`config.mk`:
```
export PLATFORM = sky130hd
export DESIGN_NAME = dmem_word_arbiter
export DESIGN_NICKNAME = d
export VERILOG_FILES = /design/src/rtl/dmem_word_arbiter.sv
export SDC_FILE = /design/constraint.sdc
export NUM_CORES = 1
export LEC_CHECK = 0
export CAP_MARGIN = 40
export CORE_MARGIN = 2
export CORE_UTILIZATION = 35
export DETAILED_ROUTE_END_ITERATION = 10
export PLACE_DENSITY = 0.7
export SYNTH_ARGS = -nofsm -noshare
export SYNTH_HDL_FRONTEND = slang
export SYNTH_SLANG_ARGS = --single-unit
```
`constraint.sdc`:
```
create_clock -name clk -period 4.4 [get_ports clk]
set_clock_uncertainty 0.2 [all_clocks]
set_input_delay 1.1 -clock clk [delete_from_list [all_inputs] [get_ports clk]]
set_output_delay 1.1 -clock clk [all_outputs]
set_load 0.03 [all_outputs]
```
`src/rtl/dmem_word_arbiter.sv`:
```
// Two-port word arbiter that sequences each granted 32-bit access as four big-endian byte accesses.
// Define DMEM_ARB_PRIO_EN for fixed priority (port A wins ties); default is round robin.
module dmem_word_arbiter #(
    parameter int ADDR_W = 5
) (
    input  logic              clk,
    input  logic              rst_n,
    input  logic              a_req,
    input  logic              a_we,
    input  logic [ADDR_W-1:0] a_addr,
    input  logic [31:0]       a_wdata,
    output logic              a_ack,
    output logic [31:0]       a_rdata,
    input  logic              b_req,
    input  logic              b_we,
    input  logic [ADDR_W-1:0] b_addr,
    input  logic [31:0]       b_wdata,
    output logic              b_ack,
    output logic [31:0]       b_rdata,
    output logic              mem_en,
    output logic              mem_we,
    output logic [ADDR_W-1:0] mem_addr,
    output logic [7:0]        mem_wdata,
    input  logic [7:0]        mem_rdata,
    output logic              busy,
    output logic              grant
);

    typedef enum logic [1:0] {
        IDLE = 2'd0,
        XFER = 2'd1,
        DONE = 2'd2
    } state_t;

    state_t              state_r, state_s;
    logic [1:0]          k_r, k_s;
    logic                we_r, we_s;
    logic [ADDR_W-1:0]   addr_r, addr_s;
    logic [31:0]         wdata_r, wdata_s;
    logic [31:0]         rd_buf_r, rd_buf_s;
    logic                last_r, last_s;
    logic                grant_s, tie_pick_s, pick_s;
    logic                a_ack_s, b_ack_s, busy_s;
    logic [31:0]         a_rdata_s, b_rdata_s;
    logic                mem_en_s, mem_we_s;
    logic [ADDR_W-1:0]   mem_addr_s;
    logic [7:0]          mem_wdata_s;

    // Byte idx of a word, byte 0 being the most significant.
    function automatic logic [7:0] byte_of(input logic [31:0] w, input logic [1:0] idx);
        logic [7:0] b;
        case (idx)
            2'd0:    b = w[31:24];
            2'd1:    b = w[23:16];
            2'd2:    b = w[15:8];
            2'd3:    b = w[7:0];
            default: b = 8'h00;
        endcase
        return b;
    endfunction

    // Tie-break choice between simultaneous requests.
    always_comb begin
`ifdef DMEM_ARB_PRIO_EN
        tie_pick_s = 1'b0;
`else
        tie_pick_s = ~last_r;
`endif
    end

    // Next-state, latched transaction fields and next values of all registered outputs.
    always_comb begin
        state_s     = state_r;
        k_s         = k_r;
        we_s        = we_r;
        addr_s      = addr_r;
        wdata_s     = wdata_r;
        rd_buf_s    = rd_buf_r;
        last_s      = last_r;
        grant_s     = grant;
        pick_s      = 1'b0;
        a_ack_s     = 1'b0;
        b_ack_s     = 1'b0;
        a_rdata_s   = a_rdata;
        b_rdata_s   = b_rdata;
        mem_en_s    = 1'b0;
        mem_we_s    = 1'b0;
        mem_addr_s  = '0;
        mem_wdata_s = 8'h00;
        case (state_r)
            IDLE: begin
                if (a_req || b_req) begin
                    if (a_req && b_req) begin
                        pick_s = tie_pick_s;
                    end else begin
                        pick_s = b_req;
                    end
                    grant_s     = pick_s;
                    we_s        = pick_s ? b_we : a_we;
                    addr_s      = pick_s ? b_addr : a_addr;
                    wdata_s     = pick_s ? b_wdata : a_wdata;
                    k_s         = 2'd0;
                    state_s     = XFER;
                    mem_en_s    = 1'b1;
                    mem_we_s    = we_s;
                    mem_addr_s  = addr_s;
                    mem_wdata_s = byte_of(wdata_s, 2'd0);
                end else begin
                    state_s = IDLE;
                end
            end
            XFER: begin
                if (!we_r) begin
                    rd_buf_s = {rd_buf_r[23:0], mem_rdata};
                end else begin
                    rd_buf_s = rd_buf_r;
                end
                if (k_r == 2'd3) begin
                    // Read word is committed to the owner's register as ack rises.
                    if (!we_r && grant) begin
                        b_rdata_s = rd_buf_s;
                    end else if (!we_r) begin
                        a_rdata_s = rd_buf_s;
                    end else begin
                        a_rdata_s = a_rdata;
                    end
                    a_ack_s = ~grant;
                    b_ack_s = grant;
                    state_s = DONE;
                end else begin
                    k_s         = k_r + 2'd1;
                    mem_en_s    = 1'b1;
                    mem_we_s    = we_r;
                    mem_addr_s  = addr_r + ADDR_W'(k_s);
                    mem_wdata_s = byte_of(wdata_r, k_s);
                end
            end
            DONE: begin
                last_s  = grant;
                state_s = IDLE;
            end
            default: begin
                state_s = IDLE;
            end
        endcase
        busy_s = (state_s != IDLE);
    end

    // State and output registers; async reset aborts any transaction without ack.
    always_ff @(posedge clk or negedge rst_n) begin
        if (!rst_n) begin
            state_r   <= IDLE;
            k_r       <= 2'd0;
            we_r      <= 1'b0;
            addr_r    <= '0;
            wdata_r   <= 32'h0;
            rd_buf_r  <= 32'h0;
            last_r    <= 1'b1;
            grant     <= 1'b0;
            busy      <= 1'b0;
            a_ack     <= 1'b0;
            b_ack     <= 1'b0;
            a_rdata   <= 32'h0;
            b_rdata   <= 32'h0;
            mem_en    <= 1'b0;
            mem_we    <= 1'b0;
            mem_addr  <= '0;
            mem_wdata <= 8'h00;
        end else begin
            state_r   <= state_s;
            k_r       <= k_s;
            we_r      <= we_s;
            addr_r    <= addr_s;
            wdata_r   <= wdata_s;
            rd_buf_r  <= rd_buf_s;
            last_r    <= last_s;
            grant     <= grant_s;
            busy      <= busy_s;
            a_ack     <= a_ack_s;
            b_ack     <= b_ack_s;
            a_rdata   <= a_rdata_s;
            b_rdata   <= b_rdata_s;
            mem_en    <= mem_en_s;
            mem_we    <= mem_we_s;
            mem_addr  <= mem_addr_s;
            mem_wdata <= mem_wdata_s;
        end
    end

endmodule
```
# == Word level (Yosys, flattened, before mapping) ==
# Cells that the tools add are included.
# word_totals
regBits,158
output_inout_bits,83
in_bits,88
# classes
add_sub_neg,2
reduce_logical,12
n_mux,30
eq_ne,8
bitwise_logic,4
# op_table
op,n
2-to-1 mux 32 bit,2
case mux 8 bit (4 select lines),1
2-to-1 mux 8 bit,2
case mux 8 bit (2 select lines),1
2-to-1 mux 5 bit,3
2-to-1 mux 1 bit,13
case mux 5 bit (2 select lines),1
"equality test 2 bit, second input constant",4
case mux 2 bit (2 select lines),2
2-to-1 mux 2 bit,3
AND reduction 3 bit,2
adder 5 x 2 -> 5 bit,1
"equality test 2 x 1 -> 1 bit, second input constant",2
zero test 2 bit,2
"!= test 2 bit, second input constant",2
inverter 1 bit,4
case mux 1 bit (2 select lines),2
AND reduction 4 bit,1
nonzero test 2 bit,2
"adder 2 x 1 -> 2 bit, second input constant",1
logical AND 1 bit,2
AND reduction 2 bit,1
zero test 1 bit,1
logical OR 1 bit,1

# == Longest topological paths before layout ==
# Gate-level depths: netlist of run 1.
# depth
word_depth,7
ltp_mapped,7

# == Worst setup path after synthesis of run 1 ==
# OpenSTA, ideal clock, no wires.
# synth_timing
path_kind,input to register
from,input port b_req
to,register wdata_r[20]
t_arrival_ps,2126
stages,4
required_ps,4075
setup_ps,125
path_slack_ps,1949
path_cell_list,a21boi_1 > buf_2 > mux2_2 > mux2_4
# synth_between
elab_chain_cells,5
elab_cells_between_ends,7
cone_classes,4 x mux; 3 x reduce/logical
# synth_lines
item,line_no,source
start: declaration,14,"input logic b_req,"
logical AND 1 bit,93,if (a_req && b_req) begin
2-to-1 mux 1 bit,93,
2-to-1 mux 1 bit,92,if (a_req || b_req) begin
2-to-1 mux 1 bit,90,case (state_r)
2-to-1 mux 32 bit,101,wdata_s = pick_s ? b_wdata : a_wdata;
end signal: assignment,174,wdata_r <= wdata_s;
end: declaration,39,"logic [31:0] wdata_r, wdata_s;"
# Parallel ways exist; a longest one is shown, timed or not. The select of a mux whose other input is x is not followed.
# A chain may end at the register's enable or synchronous reset.

# == Worst setup path in the final report of run 1 ==
# layout_timing
from,input port a_req
to,register wdata_r[16]
# layout_between
elab_chain_cells,5
elab_cells_between_ends,7
cone_classes,4 x mux; 3 x reduce/logical
# layout_lines
item,line_no,source
start: declaration,8,"input logic a_req,"
logical AND 1 bit,93,
2-to-1 mux 1 bit,93,
2-to-1 mux 1 bit,92,
2-to-1 mux 1 bit,90,
2-to-1 mux 32 bit,101,
# Parallel ways exist; a longest one is shown, timed or not. The select of a mux whose other input is x is not followed.

==> impl_metrics.ini, run 1 <==
[synthesis]
ys_seq_area_share_pct = 58.6
synth-seq-cells = 142
syn_area_um2 = 6060
synthTopCellsByArea = dfrtp_1, mux2_2, mux2_4
yosysTopAreaCell = dfrtp_1
syn_nets = 496
synth_flop_cell = dfrtp_1
yosysWarnings = 0
synth-edff-count = 0
async_reset_ff_share_pct = 100
synthCells = 401
yosysUniqueCellTypes = 42
synth_top_area_share_pct = 58.2
avgSynthCellArea_um2 = 15.1

[placement]
place_ws_ns = 0.878
hpwl_mm = 9.70
post-place-cells = 775
port_buffers = 170
place.gp.congestion = 0.760

[grt]
grt.overflow.total = 0
grt_pass1_wl_mm = 21.7
grt_use_total_pct = 15.5
antenna_found_initial = 0
grt_pass1_vias = 4079
grt_max_degree = 89

[clock_network]
insertion_delay_ns = 0.42
clock-root-buffer = clkbuf_16
ctsHoldBuffers = 0
numCtsBuffers = 17
path_clk_slew_ns = 0.06
cts_resized = 0
cts_sinks = 142
cts_max_path_buffers = 2
cts_setup_buffers = 0
htree_levels = 4
tritoncts = done

[die]
boundaryPins = 171
dieArea_um2 = 18400
initial_core_util_pct = 35.4
core-area_um2 = 17100
die_height_um = 136
rows = 48
die_w_um = 136

[setup_path]
arrival_ns = 3.19
cp.buffers_inverters = 2
crit_slowest_cell = clkdlybuf4s50_1
crit_type = primary input to register
end_kind = register
worstPathCellList = clkdlybuf4s50_1 -> nor2_1 -> or2_2 -> buf_4 -> mux2_4
crit_required_ns = 4.50
cp_top_family = buffers and inverters
crit_path_start_kind = primary input
crit_fanout = 33
critPathMaxStageDelay_ns = 0.51

[sta]
fin_crit_sh_pct = 70.3
fin_tns_setup_ns = 0
period_needed_ns = 3.09
whs_ns = 0.300
slew_viol_final = 0
worst_slew_pin_slew_ns = 0.787
setup_slack_ns = 1.31
hold_violations = 0
rsz0062_at_grt = no
finalSetupViolCount = 0
fmax_mhz = 323
slew_headroom_pct = 47.5

[outcome]
status = completed

[power_and_ir_drop]
ir_worst_vdd_mv = 0.333
powerDensity_nw_per_um2 = 812
p_leak_nw = 3.73
total_power_w = 0.00700

[hold_path]
hold_path.class = register to register

[detailed_routing]
firstDrtPassIters = 5
drt_iter0_markers = 134
vias_per_cell = 4.79
drc = 0
drt-total-wl_mm = 13.6
ant_nets = 0
wl_per_cell_um = 16.9
num_vias = 3862

[run]
cap_violations = 0

[finish]
nets = 664
layout_commonest_cell = clkdlybuf4s50_1
diodes = 0
final_cell_mix = clkdlybuf4s50_1, dfrtp_1, mux2_2
fin_cells = 806
drive_gt1_share_pct = 31.2
fillers = 1469
areaGrowthSynthToFinish_pct = 42.2
[cell families (layout without fill, tap and decap cells)]
group / count (synthesis) / in the layout / synth area share (%)
compound gates: 42 / 42 / 4.69
simple gates: 23 / 23 / 2.35
mux: 150 / 150 / 29.1
flops: 142 / 142 / 58.6
buf+inv: 35 / 215 / 3.32
xor+xnor: 2 / 2 / 0.289
fa+ha+maj: 7 / 7 / 1.57
[metal layers]
metal	global-route usage, %	routed length [µm]	up-vias
met4	5.73	197	0
met1	19.0	5860	1907
met3	5.01	1040	14
met2	25.6	6480	154
met5	0	0	-
li1	-	-	1787
[cells in the mapped netlist, types with 2 or more instances]
cell type,instances
dfrtp_1,141
mux2_2,111
mux2_4,25
buf_2,16
mux2i_1,13
o22ai_1,12
o21ai_0,11
a222oi_1,8
inv_1,7
ha_1,6
nand2_1,5
clkbuf_1,4
buf_1,3
buf_6,3
nor2_1,3
o21ai_1,3
a21oi_1,2
nor3b_1,2
or2_1,2
xor2_1,2
[power by group]
group / switching, W / leakage (nW) / internal (W) / total, W
logic: 0.00153 / 1.68 / 0.00156 / 0.00309
registers: 0.000434 / 1.73 / 0.00195 / 0.00238
clock network: 0.000531 / 0.315 / 0.00100 / 0.00153
[path summary, 6_finish.rpt]
kind,startpoint,endpoint,slack [ns],depth (start not counted)
setup / recovery,a_req,wdata_r[16]$_DFFE_PN0P_,1.31,5
hold / removal,a_rdata[12]$_DFFE_PN0P_,a_rdata[12]$_DFFE_PN0P_,0.30,1
setup reg to reg,state_r[1]$_DFF_PN0_,wdata_r[16]$_DFFE_PN0P_,1.99,4
hold reg to reg,a_rdata[12]$_DFFE_PN0P_,a_rdata[12]$_DFFE_PN0P_,0.30,1
max in group asynchronous,rst_n,last_r$_DFFE_PN1N_,2.64,2
min in group asynchronous,rst_n,b_rdata[2]$_DFFE_PN0P_,0.54,1
[through the flow]
step / area, µm² / utilization [%]
CTS: 8620 / 50.4
global placement: 7960 / 46.5
detailed placement: 7980 / 46.6
floorplan: 6060 / -
global route: 8620 / 50.4
finish: 8620 / 50.4
[area by class of cell]
class	instances	area, µm²	area share [%]
well taps	225	282	3.26
inverters	7	26.3	0.305
multi-input cells	224	2330	27.0
repair buffers	177	1790	20.7
flip-flops and latches	142	3550	41.2
clock inverters	10	160	1.86
clock buffers	21	480	5.57
[registers in the layout, indices dropped and copies added (netlist names)]
name / cells
a_rdata: 32
b_rdata: 32
rd_buf_r: 24
wdata_r: 24
mem_wdata: 8
addr_r: 5
mem_addr: 5
k_r: 2
state_r: 2
a_ack: 1
b_ack: 1
busy: 1
grant: 1
last_r: 1
mem_en: 1
mem_we: 1
we_r: 1
Note: power is estimated with default switching activity, not from simulation.
==> inputs of run 2 (changes only) <==
PLACE_DENSITY = 0.72   (was 0.7)
clock period = 2.62 ns   (was 4.4 ns; I/O delays follow)
==> impl_metrics.ini, run 2 (same netlist as run 1, synthesis figures left out) <==
[grt]
grt.overflow.total = 0
grt_use_total_pct = 15.7
grt_max_degree = 65
grt_pass1_vias = 4255
antenna_found_initial = 0
grt_pass1_wl_mm = 22.3

[power_and_ir_drop]
p_leak_nw = 3.74
powerDensity_nw_per_um2 = 1330
ir_worst_vdd_mv = 0.600

[clock_network]
clock-root-buffer = clkbuf_16
cts_resized = 0
path_clk_slew_ns = 0.06
numCtsBuffers = 17
insertion_delay_ns = 0.41
tritoncts = done
cts_sinks = 142
ctsHoldBuffers = 0
cts_setup_buffers = 0
htree_levels = 4
cts_max_path_buffers = 2

[sta]
slew_headroom_pct = 59.4
hold_violations = 0
rsz0062_at_grt = no
fmax_mhz = 401
finalSetupViolCount = 0
fin_crit_sh_pct = 95.2
period_needed_ns = 2.49
fin_tns_setup_ns = 0
slew_viol_final = 0
worst_slew_pin_slew_ns = 0.609
whs_ns = 0.0255

[detailed_routing]
ant_nets = 0
drt-total-wl_mm = 13.6
drt_iter0_markers = 135
firstDrtPassIters = 4
vias_per_cell = 4.83
wl_per_cell_um = 16.8
num_vias = 3922
drc = 0

[die]
initial_core_util_pct = 35.4
die_w_um = 136
boundaryPins = 171
die_height_um = 136
dieArea_um2 = 18400
rows = 48
core-area_um2 = 17100

[setup_path]
r2r_cells = 4
end_kind = output pin
rrSetupSlack_ns = 0.53
worstPathCellList = clkdlybuf4s50_1
crit_required_ns = 1.76
r2r_end = wdata_r[0]$_DFFE_PN0P_
regToRegStartpoint = state_r[1]$_DFF_PN0_
crit_path_start_kind = register
cp_top_family = buffers and inverters
crit_fanout = 7
crit_type = register to output pin
cp.buffers_inverters = 1
crit_slowest_cell = clkdlybuf4s50_1
arrival_ns = 1.64
critPathMaxStageDelay_ns = 0.73

[hold_path]
hold_path.class = primary input to async pin

[finish]
fillers = 1474
final_cell_mix = clkdlybuf4s50_1, dfrtp_1, mux2_2
layout_commonest_cell = clkdlybuf4s50_1
fin_cells = 812
top_regs = a_rdata x32, b_rdata x32
diodes = 0
nets = 670
drive_gt1_share_pct = 31.7
areaGrowthSynthToFinish_pct = 42.4

[outcome]
status = completed

[placement]
port_buffers = 170
post-place-cells = 781
hpwl_mm = 9.71
place.gp.congestion = 0.772

[run]
cap_violations = 0
run 2: cell types whose count changed in the layout (fill, tap and decap cells not counted), sizes merged:
cell / before / now
clkinv: 5 / 9
clkbuf: 21 / 18
clkinvlp: 1 / 0
bufinv: 4 / 3
buf: 8 / 14
inv: 7 / 8
run 2: per-stage QoR:
| stage | setup slack (ns) | util [%] | instance area (µm²) | power (W) |
|---|---|---|---|---|
| detailed placement | 0.0374 | 47.1 | 8060 | 0.00924 |
| finish | 0.126 | 50.4 | 8630 | 0.0115 |
| floorplan | 0.614 | - | 6060 | 0.00724 |
| global route | 0.0695 | 50.4 | 8630 | 0.0122 |
| CTS | 0.0979 | 50.4 | 8630 | 0.0117 |
| global placement | 0.0702 | 47.1 | 8060 | 0.00909 |
run 2: final cells by class:
| cell class | count | area (µm²) | area share [%] |
|---|---|---|---|
| sequential | 142 | 3550 | 41.2 |
| multi-input combinational | 224 | 2330 | 27.0 |
| timing repair buffer | 183 | 1860 | 21.6 |
| clock buffer | 18 | 429 | 4.97 |
| tap | 225 | 282 | 3.26 |
| clock inverter | 13 | 148 | 1.71 |
| inverter | 7 | 26.3 | 0.304 |
run 2: metal layers:
layer / routed length [µm] / vias up / track usage [%]
li1: - / 1806 / -
met1: 5930 / 1954 / 19.7
met2: 6520 / 152 / 26.0
met3: 1030 / 10 / 5.46
met4: 117 / 0 / 4.17
met5: 0 / - / 0
run 2: worst max path at each step:
stage	depth (start not counted)	slack (ns)	startpoint	endpoint
final	1	0.13	grant$_DFFE_PN0P_	grant
after global routing	1	0.07	grant$_DFFE_PN0P_	grant
after CTS	1	0.1	grant$_DFFE_PN0P_	grant
after detailed placement	5	0.04	b_req	wdata_r[8]$_DFFE_PN0P_
after global placement	5	0.07	b_req	wdata_r[12]$_DFFE_PN0P_
after floorplan	4	0.61	b_req	wdata_r[20]$_DFFE_PN0P_
run 2: where the power goes:
part | total (W) | internal (W) | leakage (nW) | switching (W)
sequential | 0.00397 | 0.00327 | 1.73 | 0.000699
clock | 0.00236 | 0.00148 | 0.293 | 0.000885
combinational | 0.00519 | 0.00262 | 1.72 | 0.00257
total | 0.0115 | 0.00736 | 3.74 | 0.00416
